===== config.mk =====
export PLATFORM = sky130hd
export DESIGN_NAME = lbist_scan_ctrl_flat
export DESIGN_NICKNAME = d
export VERILOG_FILES = /design/src/rtl/dft_pkg.sv /design/src/rtl/lbist_scan_ctrl_if.sv /design/src/rtl/lbist_misr.sv /design/src/rtl/lbist_scan_ctrl.sv /design/src/flat_wrapper.sv
export SDC_FILE = /design/constraint.sdc
export NUM_CORES = 1
export LEC_CHECK = 0
export CAP_MARGIN = 0
export CORE_UTILIZATION = 45
export CTS_CLUSTER_DIAMETER = 60
export DETAILED_ROUTE_END_ITERATION = 7
export PLACE_DENSITY = 0.8
export SETUP_SLACK_MARGIN = 0.02
export SYNTH_ARGS = -nofsm -noshare
export SYNTH_HDL_FRONTEND = slang
export SYNTH_SLANG_ARGS = --single-unit
export TNS_END_PERCENT = 10

===== constraint.sdc =====
create_clock -name clk -period 1.98 [get_ports clk]
set_input_delay 0.297 -clock clk [delete_from_list [all_inputs] [get_ports clk]]
set_output_delay 0.297 -clock clk [all_outputs]
set_load 0.05 [all_outputs]

===== src/rtl/dft_pkg.sv =====
// dft_pkg: shared DFT types and default LBIST constants
package dft_pkg;
  typedef enum logic [2:0] {S_IDLE, S_SHIFT, S_CAPTURE, S_UNLOAD, S_COMPARE, S_DONE} lbist_state_t;
  localparam logic [15:0] LFSR_SEED_D = 16'hACE1;
  localparam logic [15:0] LFSR_POLY_D = 16'hB400;
  localparam logic [15:0] MISR_POLY_D = 16'h1021;
endpackage


===== src/rtl/lbist_scan_ctrl_if.sv =====
// lbist_scan_ctrl_if: test-access and scan-chain signals of the LBIST sequencer
//   master: test-access side and scan-chain wrapper (drive start/abort/exp_sig/chain_scan_out)
//   slave:  the sequencer itself
interface lbist_scan_ctrl_if #(parameter int SIG_W = 16);
  logic             start;
  logic             abort;
  logic [SIG_W-1:0] exp_sig;
  logic             busy;
  logic             bist_done;
  logic             bist_fail;
  logic [SIG_W-1:0] signature;
  logic             chain_clk_en;
  logic             chain_scan_en;
  logic             chain_scan_in;
  logic             chain_scan_out;
  modport master (output start, abort, exp_sig, chain_scan_out,
                  input busy, bist_done, bist_fail, signature, chain_clk_en, chain_scan_en, chain_scan_in);
  modport slave  (input start, abort, exp_sig, chain_scan_out,
                  output busy, bist_done, bist_fail, signature, chain_clk_en, chain_scan_en, chain_scan_in);
endinterface


===== src/rtl/lbist_misr.sv =====
// lbist_misr: left-shift serial-input signature register
//   clk, rst_n: clock, async active-low reset
//   en: absorb din this cycle; clr: synchronous clear (wins over en)
//   sig: current signature
module lbist_misr #(
  parameter int               SIG_W = 16,
  parameter logic [SIG_W-1:0] POLY  = 16'h1021
) (
  input  logic             clk,
  input  logic             rst_n,
  input  logic             en,
  input  logic             clr,
  input  logic             din,
  output logic [SIG_W-1:0] sig
);
  logic [SIG_W-1:0] r_sig, w_next;
  assign w_next = (r_sig << 1) ^ (r_sig[SIG_W-1] ? POLY : '0) ^ SIG_W'(din);
  assign sig = r_sig;
  always_ff @(posedge clk or negedge rst_n)
    if (!rst_n) r_sig <= '0;
    else if (clr) r_sig <= '0;
    else if (en) r_sig <= w_next;
endmodule


===== src/rtl/lbist_scan_ctrl.sv =====
// lbist_scan_ctrl: logic-BIST sequencer driving a scan chain with LFSR patterns into a MISR
//   clk, rst_n: clock, async active-low reset
//   bus: start/abort/exp_sig in, busy/bist_done/bist_fail/signature out,
//        chain_clk_en/chain_scan_en/chain_scan_in out, chain_scan_out in
module lbist_scan_ctrl import dft_pkg::*; #(
  parameter int               CHAIN_LEN    = 4,
  parameter int               NUM_PATTERNS = 8,
  parameter int               SIG_W        = 16,
  parameter logic [SIG_W-1:0] LFSR_SEED    = LFSR_SEED_D,
  parameter logic [SIG_W-1:0] LFSR_POLY    = LFSR_POLY_D,
  parameter logic [SIG_W-1:0] MISR_POLY    = MISR_POLY_D
) (
  input logic               clk,
  input logic               rst_n,
  lbist_scan_ctrl_if.slave  bus
);
  localparam int BW = $clog2(CHAIN_LEN + 1);
  localparam int PW = $clog2(NUM_PATTERNS + 1);
  lbist_state_t     r_state, w_next;
  logic [BW-1:0]    r_bit_cnt;
  logic [PW-1:0]    r_pat_cnt;
  logic [SIG_W-1:0] r_lfsr, r_exp, w_sig;
  logic             r_done, r_fail;
  logic             w_start, w_last_bit, w_last_pat, w_shift, w_scan;
  // abort beats a simultaneous start
  assign w_start    = bus.start && !bus.abort && (r_state == S_IDLE || r_state == S_DONE);
  assign w_last_bit = r_bit_cnt == BW'(CHAIN_LEN - 1);
  assign w_last_pat = r_pat_cnt == PW'(NUM_PATTERNS - 1);
  assign w_shift    = r_state == S_SHIFT;
  assign w_scan     = w_shift || r_state == S_UNLOAD;
  always_ff @(posedge clk or negedge rst_n)
    if (!rst_n) r_state <= S_IDLE;
    else r_state <= w_next;
  always_comb
    w_next = bus.abort ? S_IDLE :
             w_start ? S_SHIFT :
             r_state == S_SHIFT ? (w_last_bit ? S_CAPTURE : S_SHIFT) :
             r_state == S_CAPTURE ? (w_last_pat ? S_UNLOAD : S_SHIFT) :
             r_state == S_UNLOAD ? (w_last_bit ? S_COMPARE : S_UNLOAD) :
             r_state == S_COMPARE ? S_DONE : r_state;
  always_comb begin
    bus.chain_scan_en = w_scan;
    bus.chain_clk_en  = w_scan || r_state == S_CAPTURE;
    bus.chain_scan_in = w_shift && r_lfsr[0];
    bus.busy          = w_scan || r_state == S_CAPTURE || r_state == S_COMPARE;
    bus.bist_done     = r_done;
    bus.bist_fail     = r_fail;
    bus.signature     = w_sig;
  end
  always_ff @(posedge clk or negedge rst_n)
    if (!rst_n) begin
      r_bit_cnt <= '0;
      r_pat_cnt <= '0;
      r_lfsr    <= LFSR_SEED;
      r_exp     <= '0;
      r_done    <= 1'b0;
      r_fail    <= 1'b0;
    end else if (bus.abort) begin
      r_bit_cnt <= '0;
      r_pat_cnt <= '0;
      r_done    <= 1'b0;
      r_fail    <= 1'b0;
    end else if (w_start) begin
      r_bit_cnt <= '0;
      r_pat_cnt <= '0;
      r_lfsr    <= LFSR_SEED;
      r_exp     <= bus.exp_sig;
      r_done    <= 1'b0;
      r_fail    <= 1'b0;
    end else begin
      if (w_scan) r_bit_cnt <= w_last_bit ? '0 : r_bit_cnt + 1'b1;
      if (w_shift) r_lfsr <= (r_lfsr >> 1) ^ (r_lfsr[0] ? LFSR_POLY : '0);
      if (r_state == S_CAPTURE) r_pat_cnt <= r_pat_cnt + 1'b1;
      if (r_state == S_COMPARE) begin
        r_fail <= w_sig != r_exp;
        r_done <= 1'b1;
      end
    end
  // MISR holds on abort so the partial signature stays observable
  lbist_misr #(.SIG_W(SIG_W), .POLY(MISR_POLY)) u_misr (
    .clk(clk), .rst_n(rst_n), .en(w_scan && !bus.abort), .clr(w_start),
    .din(bus.chain_scan_out), .sig(w_sig)
  );
endmodule


===== src/flat_wrapper.sv =====
// flat-port wrapper written by rule: the top's interface ports become plain ports
module lbist_scan_ctrl_flat import dft_pkg::*;
#(
  parameter int               CHAIN_LEN    = 4,
  parameter int               NUM_PATTERNS = 8,
  parameter int               SIG_W        = 16,
  parameter logic [SIG_W-1:0] LFSR_SEED    = LFSR_SEED_D,
  parameter logic [SIG_W-1:0] LFSR_POLY    = LFSR_POLY_D,
  parameter logic [SIG_W-1:0] MISR_POLY    = MISR_POLY_D
)
  (clk, rst_n, bus_start, bus_abort, bus_exp_sig, bus_chain_scan_out, bus_busy, bus_bist_done, bus_bist_fail, bus_signature, bus_chain_clk_en, bus_chain_scan_en, bus_chain_scan_in);
  lbist_scan_ctrl_if #(.SIG_W(SIG_W)) bus_i ();
  input logic clk;
  input logic rst_n;
  input wire logic [$bits(bus_i.start)-1:0] bus_start;
  input wire logic [$bits(bus_i.abort)-1:0] bus_abort;
  input wire logic [$bits(bus_i.exp_sig)-1:0] bus_exp_sig;
  input wire logic [$bits(bus_i.chain_scan_out)-1:0] bus_chain_scan_out;
  output wire logic [$bits(bus_i.busy)-1:0] bus_busy;
  output wire logic [$bits(bus_i.bist_done)-1:0] bus_bist_done;
  output wire logic [$bits(bus_i.bist_fail)-1:0] bus_bist_fail;
  output wire logic [$bits(bus_i.signature)-1:0] bus_signature;
  output wire logic [$bits(bus_i.chain_clk_en)-1:0] bus_chain_clk_en;
  output wire logic [$bits(bus_i.chain_scan_en)-1:0] bus_chain_scan_en;
  output wire logic [$bits(bus_i.chain_scan_in)-1:0] bus_chain_scan_in;
  assign bus_i.start = bus_start;
  assign bus_i.abort = bus_abort;
  assign bus_i.exp_sig = bus_exp_sig;
  assign bus_i.chain_scan_out = bus_chain_scan_out;
  assign bus_busy = bus_i.busy;
  assign bus_bist_done = bus_i.bist_done;
  assign bus_bist_fail = bus_i.bist_fail;
  assign bus_signature = bus_i.signature;
  assign bus_chain_clk_en = bus_i.chain_clk_en;
  assign bus_chain_scan_en = bus_i.chain_scan_en;
  assign bus_chain_scan_in = bus_i.chain_scan_in;
  lbist_scan_ctrl #(.CHAIN_LEN(CHAIN_LEN), .NUM_PATTERNS(NUM_PATTERNS), .SIG_W(SIG_W), .LFSR_SEED(LFSR_SEED), .LFSR_POLY(LFSR_POLY), .MISR_POLY(MISR_POLY)) u_core (.clk(clk), .rst_n(rst_n), .bus(bus_i));
endmodule

==> metrics.yaml, run 1 <==
setup_path:
  cp_cell_sequence: "clkdlybuf4s50_1"
  crit_type: "flop to primary output"
  worstSetupPathDepth: 1
  path_buf_inv: 1
  crit_path_start_kind: "flop"
  slowest_delay_ns: 0.84
  crit_required_ns: 1.68
  path_max_fanout: 4
  crit_slowest_cell: "clkdlybuf4s50_1"
  crit_family: "buffers and inverters"
  reg2regPathDepth: 4
  arrival_ns: 1.63
  cp-end-kind: "primary output"
synth:
  synthArstFlopShare_pct: 100
  synth_most_common_cell: "nand2_1"
  synthTopCellsByCount: "nand2_1 (83), dfrtp_1 (52), a21oi_1 (18), xor2_1 (18), nor2_1 (17)"
  syn_inst: 274
  synth_largest_area_cell: "dfrtp_1"
  synthTopCellsByArea: "dfrtp_1 (48%), nand2_1 (11%), dfstp_2 (7.7%), xor2_1 (5.8%), a21oi_1 (3.3%)"
  synth_seq_cells: 60
  synth-simple-area-share_pct: 19.7
  synth_fa_ha_area_share_pct: 0.922
  avgSynthCellArea_sq_um: 9.90
  synth_top_area_share_pct: 47.9
  synth_cell_types: 38
  synth_top_family_by_area: "simple AND/OR/NAND/NOR gates"
  synth_edf_count: 0
  ys_warn_count: 0
  synth_compound_area_share_pct: 10.7
  synth_xor_xnor_area_share_pct: 8.71
  synthMuxAreaShare_pct: 0.784
  syn-num-nets: 297
  synth_area_sq_um: 2710
  synth_flop_cell: "dfrtp_1"
  yosysSeqAreaShare_pct: 55.7
die:
  io_pins: 43
  rows: 27
  die_w_um: 79.7
  core-area_sq_um: 5680
  initial_core_util_pct: 47.8
  die_h_um: 79.7
  die_area_sq_um: 6350
sta:
  rsz0062_at_grt: "yes"
  setup-tns-final_ns: 0
  fin_crit_sh_pct: 97.1
  tightest_slew_ns: 0.662
  max_freq_ghz: 0.520
  slew_violations: 0
  slew_headroom_pct: 55.8
  hold_violations: 0
  min_period_ns: 1.92
  skew_ns: 0.00563
  setup_viol: 0
cts:
  cts_num_sinks: 60
  cts_tree: "done"
  path_clk_slew_ns: 0.07
  cts_setup_buffers: 0
  cts.htree.levels: 3
  cts_buffers: 9
  clock_path_buffers: 2
  cts-root-buf: "clkbuf_8"
  clk_latency_ns: 0.33
power_and_ir_drop:
  power_frac_clock_pct: 33.1
  p_comb_share_pct: 19.2
  p_int_mw: 2.25
  p_switching_mw: 0.951
  power_mw: 3.21
  ir_worst_vdd_mv: 0.475
  switching_share_pct: 29.7
  p_seq_share_pct: 47.8
  power_density_nw_per_um2: 923
  leakage_nw: 1.61
global_route:
  grt_max_degree: 33
  grt_pass1_vias: 2051
  overflow: 0
  grt_pass1_wl_um: 9470
  antenna_found_initial: 0
  grtUsageTotal_pct: 19.9
placement:
  port_buffers: 42
  gp_congestion: 0.783
  hpwl_um: 3770
  dp_cells: 383
route:
  avgRoutedWirePerCell_um: 14.2
  vias_per_cell: 5.10
  drc: 0
  ant_nets: 0
  vias: 2038
  drt-total-wl_um: 5670
  drt_pass1_iterations: 4
  first_iter_violations: 117
finish:
  drive_above_1_share_pct: 14.6
  finalNetCount: 346
  diodes: 0
  final_cells: 400
  syn2layout_area_growth_pct: 28.0
min_path:
  min_path_cells: 3
  min_path_type: "input port to flop"
status:
  status: "finished, final reports clean"
flow_run:
  drv_cap: 0
-- kinds of logic (layout without fill, tap and decap cells) --
logic type,after synthesis,count (layout)
buffers and inverters,18,72
DFF,60,60
and+or+nand+nor,123,123
AOI/OAI and AO/OA,42,42
xor gates and xnor gates,27,27
adders and majority gates,2,2
muxes,2,2
-- flip-flops by register name (all words and copies together), names as in the netlist --
signal,flops
u_core.r_exp,16
u_core.r_lfsr,16
u_core.u_misr.sig,16
u_core.r_pat_cnt,4
u_core.r_bit_cnt,3
u_core.r_state,3
u_core.bus.bist_done,1
u_core.bus.bist_fail,1
-- final cells by class --
cell class	count	area, sq um
fill	493	2200
tap	72	90.1
multi-input combinational	196	1110
inverter	2	7.51
clock inverter	5	52.6
timing repair buffer	54	569
sequential	60	1510
clock buffer	11	131
-- stage by stage --
stage	hold WS, ns	util [%]	area (sq um)	setup slack [ns]
detailed placement	0.366	57.7	3280	0.194
finish	0.485	61.2	3470	0.0577
floorplan	0.00141	-	2710	0.178
global route	0.488	61.2	3470	0.0159
global placement	0.357	57.7	3280	0.228
CTS	0.473	61.1	3470	0.0266
-- per-layer routing --
| layer | track usage [%] | share of wire (%) |
|---|---|---|
| met1 | 26.2 | 48 |
| met3 | 5.37 | 3.8 |
| met2 | 30.8 | 47 |
| met4 | 8.36 | 1.4 |
| met5 | 0 | 0 |
-- final timing paths --
check	startpoint	to	slack, ns
setup / recovery	u_core.u_misr.sig[4]	bus_signature[4]	0.06
max in group asynchronous	rst_n	u_core.r_exp[15]	0.84
setup reg to reg	u_core.r_state[1]	u_core.r_pat_cnt[3]	0.42
hold reg to reg	u_core.r_lfsr[15]	u_core.r_lfsr[15]	0.49
min in group asynchronous	rst_n	u_core.r_bit_cnt[0]	0.53
hold / removal	bus_exp_sig[9]	u_core.r_exp[9]	0.49
-- placed cells by master, fill, tap and decap left out, types with 5 or more instances in the layout --
master           netlist  layout
buf_4                  3      10
clkbuf_8               0       9
clkdlybuf4s50_1        0      35
dfstp_2                8       8
xnor2_1                9       9
nor3_1                 5       5
a21oi_1               18      18
nand2_1               83      83
a22o_1                 8       8
o22a_1                 5       5
xor2_1                18      18
buf_12                 0       6
nor2_1                17      17
dfrtp_1               52      50
-- power by group through the flow --
stage	sequential, mW	clock [mW]	combinational, mW
after floorplan	1.60	0	0.319
after global placement	1.54	0	0.601
after detailed placement	1.55	0	0.618
after CTS	1.53	1.09	0.623
after global routing	1.55	1.15	0.670
final	1.53	1.06	0.614
-- repair_timing --
item                                    CTS  global route
hold buffers                              1             0
hold endpoints to repair                  3             0
endpoints found under the setup margin    1             3
gates cloned                              0             0
gates resized for setup                   1             3
Note: power is estimated with default switching activity, not from simulation.
==> run 2: changes to the inputs <==
- SKIP_CTS_REPAIR_TIMING: unset -> 1
==> run 2 against run 1 <==
  * The run now ends with negative hold slack left
  * Critical path depth stayed put
  * Combinational power hardly changed
  * Total power about the same
  * Die area unchanged
  * Clock power about the same
  * Critical path type unchanged
  * Largest power group unchanged
==> metrics.yaml, run 2 (synthesis gave the netlist of run 1 again) <==
finish:
  final_cell_mix: "nand2_1 (83), dfrtp_1 (50), clkdlybuf4s50_1 (33), a21oi_1 (18), xor2_1 (18)"
  syn2layout_area_growth_pct: 27.9
  drive_above_1_share_pct: 14.7
  diodes: 0
  n_fill_cell: 488
  stdcell_area_sq_um: 3470
  final_common_cell: "nand2_1"
  ff_latch_area_sq_um: 1510
  finalNetCount: 345
  multi_input_area_sq_um: 1110
setup_path:
  crit_family: "buffers and inverters"
  crit_path_start_kind: "flop"
  rrSetupSlack_ns: 0.42
  crit_slowest_cell: "clkdlybuf4s50_1"
  crit_required_ns: 1.68
  path_buf_inv: 1
  slowest_delay_ns: 0.83
  reg2regPathDepth: 4
  reg2reg_from: "u_core.r_state[1]"
  cp-end-kind: "primary output"
  timing.rr.end: "u_core.r_pat_cnt[3]"
  arrival_ns: 1.59
  path_max_fanout: 4
  cp_cell_sequence: "clkdlybuf4s50_1"
  crit_type: "flop to primary output"
die:
  core-area_sq_um: 5680
  die_area_sq_um: 6350
  io_pins: 43
  rows: 27
  initial_core_util_pct: 47.8
  die_w_um: 79.7
  die_h_um: 79.7
global_route:
  grtUsageTotal_pct: 19.9
  grt_pass1_wl_um: 9470
  grt_max_degree: 33
  grt_pass1_vias: 2051
  antenna_found_initial: 0
  overflow: 0
power_and_ir_drop:
  leakage_nw: 1.65
  power_density_nw_per_um2: 923
  switching_share_pct: 29.7
  ir_worst_vdd_mv: 0.474
  power_mw: 3.20
  power_frac_clock_pct: 33.1
  p_seq_share_pct: 47.8
  p_comb_share_pct: 19.1
  p_int_mw: 2.25
  p_switching_mw: 0.950
sta:
  fin_crit_sh_pct: 95.5
  setup-tns-final_ns: 0
  rsz0062_at_grt: "no"
  slew_violations: 0
  min_period_ns: 1.89
  timing.hold.ws_ns: -0.0163
  hold_violations: 20
  skew_ns: 0.00553
  tightest_slew_ns: 0.649
  setup_viol: 0
  max_freq_ghz: 0.529
  slew_headroom_pct: 56.8
cts:
  cts_tree: "done"
  cts_num_sinks: 60
  cts-root-buf: "clkbuf_8"
  cts_buffers: 9
  path_clk_slew_ns: 0.07
  clk_latency_ns: 0.34
  clock_path_buffers: 2
  cts.htree.levels: 3
placement:
  gp_congestion: 0.783
  place_area_sq_um: 3280
  hpwl_um: 3770
  port_buffers: 42
status:
  status: "finished with violations"
  violations: "negative hold slack"
flow_run:
  drv_cap: 0
min_path:
  min_path_type: "input port to asynchronous set/reset pin"
route:
  ant_nets: 0
  drt-total-wl_um: 5640
  drc: 0
  vias: 2048
  avgRoutedWirePerCell_um: 14.1
  first_iter_violations: 105
  drt_pass1_iterations: 4
  vias_per_cell: 5.13
[run 2: changes by cell type in the layout (fill, tap and decap cells not counted)]
cell             change
clkdlybuf4s50_1      -2
dlygate4sd2_1        -1
dlygate4sd3_1        -1
dlymetal6s2s_1       +3
[run 2: area by class of cell]
class	instances	share of cell area, %
Inverter	2	0.216
Clock buffer	11	3.78
Tap cell	72	2.59
Sequential cell	60	43.6
Timing Repair Buffer	53	16.4
Clock inverter	5	1.51
Multi-Input combinational cell	196	31.9
[run 2: power by group through the flow]
stage / clock (mW) / combinational [mW] / sequential [mW]
final: 1.06 / 0.612 / 1.53
after global routing: 1.15 / 0.669 / 1.55
after CTS: 1.09 / 0.621 / 1.53
after detailed placement: 0 / 0.618 / 1.55
after global placement: 0 / 0.601 / 1.54
after floorplan: 0 / 0.319 / 1.60
[run 2: worst max path at each step]
| stage | start | to | cells past startpoint |
|---|---|---|---|
| final | u_core.u_misr.sig[2] | bus_signature[2] | 1 |
| after floorplan | u_core.r_state[2] | bus_chain_scan_in | 3 |
| after CTS | u_core.u_misr.sig[11] | bus_signature[11] | 1 |
| after global routing | u_core.u_misr.sig[3] | bus_signature[3] | 1 |
| after global placement | bus_abort | u_core.r_lfsr[12] | 5 |
| after detailed placement | bus_abort | u_core.r_lfsr[12] | 5 |
[run 2: metal layers]
| metal | wire length [um] | global-route usage (%) | vias up |
|---|---|---|---|
| li1 | - | - | 1003 |
| met1 | 2650 | 26.2 | 989 |
| met2 | 2680 | 30.8 | 48 |
| met3 | 231 | 5.37 | 8 |
| met4 | 78 | 8.36 | 0 |
| met5 | 0 | 0 | - |
[run 2: through the flow]
step | std cells | setup slack [ns] | utilization, % | hold slack (ns)
after floorplan | 274 | 0.178 | - | 0.00141
after global placement | 383 | 0.228 | 57.7 | 0.357
after detailed placement | 383 | 0.194 | 57.7 | 0.366
after CTS | 399 | 0.0177 | 61.0 | -0.000912
after global routing | 399 | 0.0288 | 61.2 | 0.0240
final | 399 | 0.0885 | 61.2 | -0.0163
==> RTL edit, RTL diff (config.mk and constraints of run 1) <==
One comparison of `r_pat_cnt` changes from == to >=.
--- a/src/rtl/lbist_scan_ctrl.sv
+++ b/src/rtl/lbist_scan_ctrl.sv
@@ -27,3 +27,3 @@
   assign w_last_bit = r_bit_cnt == BW'(CHAIN_LEN - 1);
-  assign w_last_pat = r_pat_cnt == PW'(NUM_PATTERNS - 1);
+  assign w_last_pat = r_pat_cnt >= PW'(NUM_PATTERNS - 1);
   assign w_shift    = r_state == S_SHIFT;
Check against the original RTL: no difference found for any inputs over 10 cycles, from zero or initial values and one cycle with rst_n low; that may be too few to reach the edited logic, so the function may still have changed.
==> RTL edit against run 1 <==
Count of clock-buffer cells in the layout grew 1. Wire length down 5.2%. Design area up 0.68%. Utilization is 0.42 points higher. Setup slack improved by 0.0094 ns. Total power rose by 11%. Combinational power barely moved. Die area grew 0.21%. Sequential cell count unchanged. Synthesized area is 0.23% higher. Clock power up 30%. Critical path type unchanged. Critical endpoint is now bus_signature[12]. Largest cell class unchanged. Highest routed layer unchanged.
==> RTL edit: results (changes against run 1) <==
STA
  – Max-slew headroom: 64.6% (+8.8 points)
  – Skew final: 0.00460 ns (-0.00103 ns)
  – Hold WS: 0.407 ns (-0.0786 ns)

Setup path
  – CP max stage delay: 0.85 ns
  – Critical Path Fanout Max: 4 (unchanged)
  – Slowest-stage cell, CP: clkdlybuf4s50_1
  – CP delay by family, top: buffers and inverters
  – Flop2flop setup slack: 0.41 ns
  – Terminus of the critical flop-to-flop path: u_core.r_lfsr[12]
  – Register-to-Register Path Depth: 4 (unchanged)
  – Critical R2R Launch: u_core.r_state[2]
  – Worst EP arrival: 1.62 ns

CTS
  – Clock Tree Buf Depth: 2 (unchanged)
  – Worst skew pair latency: 0.34 ns
  – Reg clk slew, reported paths: 0.07 ns (about the same)
  – Root buf cell: clkbuf_8
  – Htree depth: 3 (unchanged)
  – CTS Buf Count: 9 (unchanged)

Layout
  – P&R area growth vs syn: 28.6%
  – Fill count: 467 (-5.3%)
  – Share of cells above drive strength 1: 22.9% (+8.3 points)
  – Antenna fix cells: 0 (unchanged)
  – Nets: 306 (-12%)

Status
  – Status: finished, final reports clean

Synth
  – Sequential element share of the synthesized area: 55.6% (-0.13 points)
  – Area contributors post-synth: dfrtp_1 48%, dfstp_2 7.7%, xnor2_1 6.8%
  – Main synth FF type: dfrtp_1
  – Syn Area/Cell: 11.4 sq um (+15%)
  – Complex-gate fraction of the synthesized area: 11.3% (+0.62 points)
  – Post-synthesis async set-or-reset flop share: 100% (unchanged)
  – Net Count, Synth: 262 (-12%)
  – Synth cell types: 38 (unchanged)
  – Synth Area in XOR/XNOR: 8.69% (-0.020 points)
  – Synth Area in Adders: 0.920% (-0.0021 points)
  – Register bit total from synthesis: 60 (unchanged)
  – Top cells by count, synth: 52 x dfrtp_1, 35 x nand2_1, 21 x xnor2_1, 17 x nor2_1
  – Mux share of post-synthesis cell area: 6.99% (+6.2 points)
  – YS warnings: 0 (unchanged)

Global routing
  – Initial antenna violation count: 0 (unchanged)
  – Vias in the first global route: 1,931 (-5.9%)
  – Largest net degree at the start of global routing: 50 (+52%)
  – GRT Util Overall: 19.3% (-0.59 points)
  – First-pass GRT wire length: 9.17 mm (-3.2%)

Route
  – DR pass1 iterations: 4 (unchanged)
  – Iteration-0 DRC Markers: 49 (-58%)
  – Final wirelength: 5.37 mm (-5.2%)
  – DR vias/cell: 5.25 (+3.0%)
  – Routed len/inst: 14.9 um (+5.3%)

Placement
  – GP Congestion: 0.734 (-6.2%)
  – Cells after DPL: 343 (-10%)
  – DPL Wire Length: 3.59 mm (-4.7%)

Pwr
  – Peak VDD IR: 0.628 mV (+32%)
  – Leakage power: 1.53 nW (-5.1%)
  – Psw: 0.915 mW (-3.7%)

Hold path
  – Worst min-delay path class: in2async
==> RTL edit: cells by family after synthesis <==
kind of cell,Yosys count
fa+ha+maj,2
buf+inv,18
compound gates,43
simple gates,72
xor+xnor,27
mux,17
flops,60
==> RTL edit: power groups by stage <==
stage               sequential [mW]  combinational (mW)  clock, mW
floorplan                      1.61               0.352          0
global placement               1.56               0.603          0
detailed placement             1.57               0.620          0
CTS                            1.55               0.626       1.40
global route                   1.57               0.670       1.46
finish                         1.55               0.616       1.38
==> RTL edit: stage by stage <==
stage	instance area, sq um	utilization [%]	total power, mW	worst slack [ns]
detailed placement	3230	56.9	2.19	0.301
finish	3500	61.6	3.54	0.0671
global placement	3230	56.9	2.16	0.305
floorplan	2720	-	1.96	0.203
CTS	3490	61.5	3.58	0.0211
global route	3500	61.6	3.70	0.0233
==> RTL edit: worst max path at each step <==
stage | slack (ns) | to | cells after the start | start
2_1_floorplan | 0.20 | bus_chain_scan_in | 5 | u_core.r_state[0]
3_3_place_gp | 0.31 | u_core.r_exp[14] | 5 | bus_abort
3_5_place_dp | 0.30 | u_core.r_exp[0] | 5 | bus_abort
4_1_cts | 0.02 | bus_signature[0] | 1 | u_core.u_misr.sig[0]
5_1_grt | 0.02 | bus_chain_scan_in | 4 | u_core.r_state[2]
6_report | 0.07 | bus_signature[12] | 1 | u_core.u_misr.sig[12]
==> RTL edit: layer usage <==
layer | GRT usage [%] | routed length (um)
met5 | 0 | 0
met1 | 24.5 | 2380
met3 | 6.86 | 355
met2 | 30.9 | 2590
met4 | 5.89 | 51
==> RTL edit: area by class of cell <==
cell class                 count  area [sq um]  share of cell area (%)
timing repair buffer          49           541                    15.5
clock buffer                  12           155                    4.44
sequential                    60          1510                    43.3
tap                           72          90.1                    2.58
multi-input combinational    161          1100                    31.3
inverter                       2          7.51                   0.215
clock inverter                 4          95.1                    2.72
==> RTL edit: timing repair <==
item	4_1_cts	5_1_grt
gates resized for setup	0	4
hold buffers	1	0
setup buffers	0	0
hold endpoints to repair	11	0
endpoints found under the setup margin	0	4
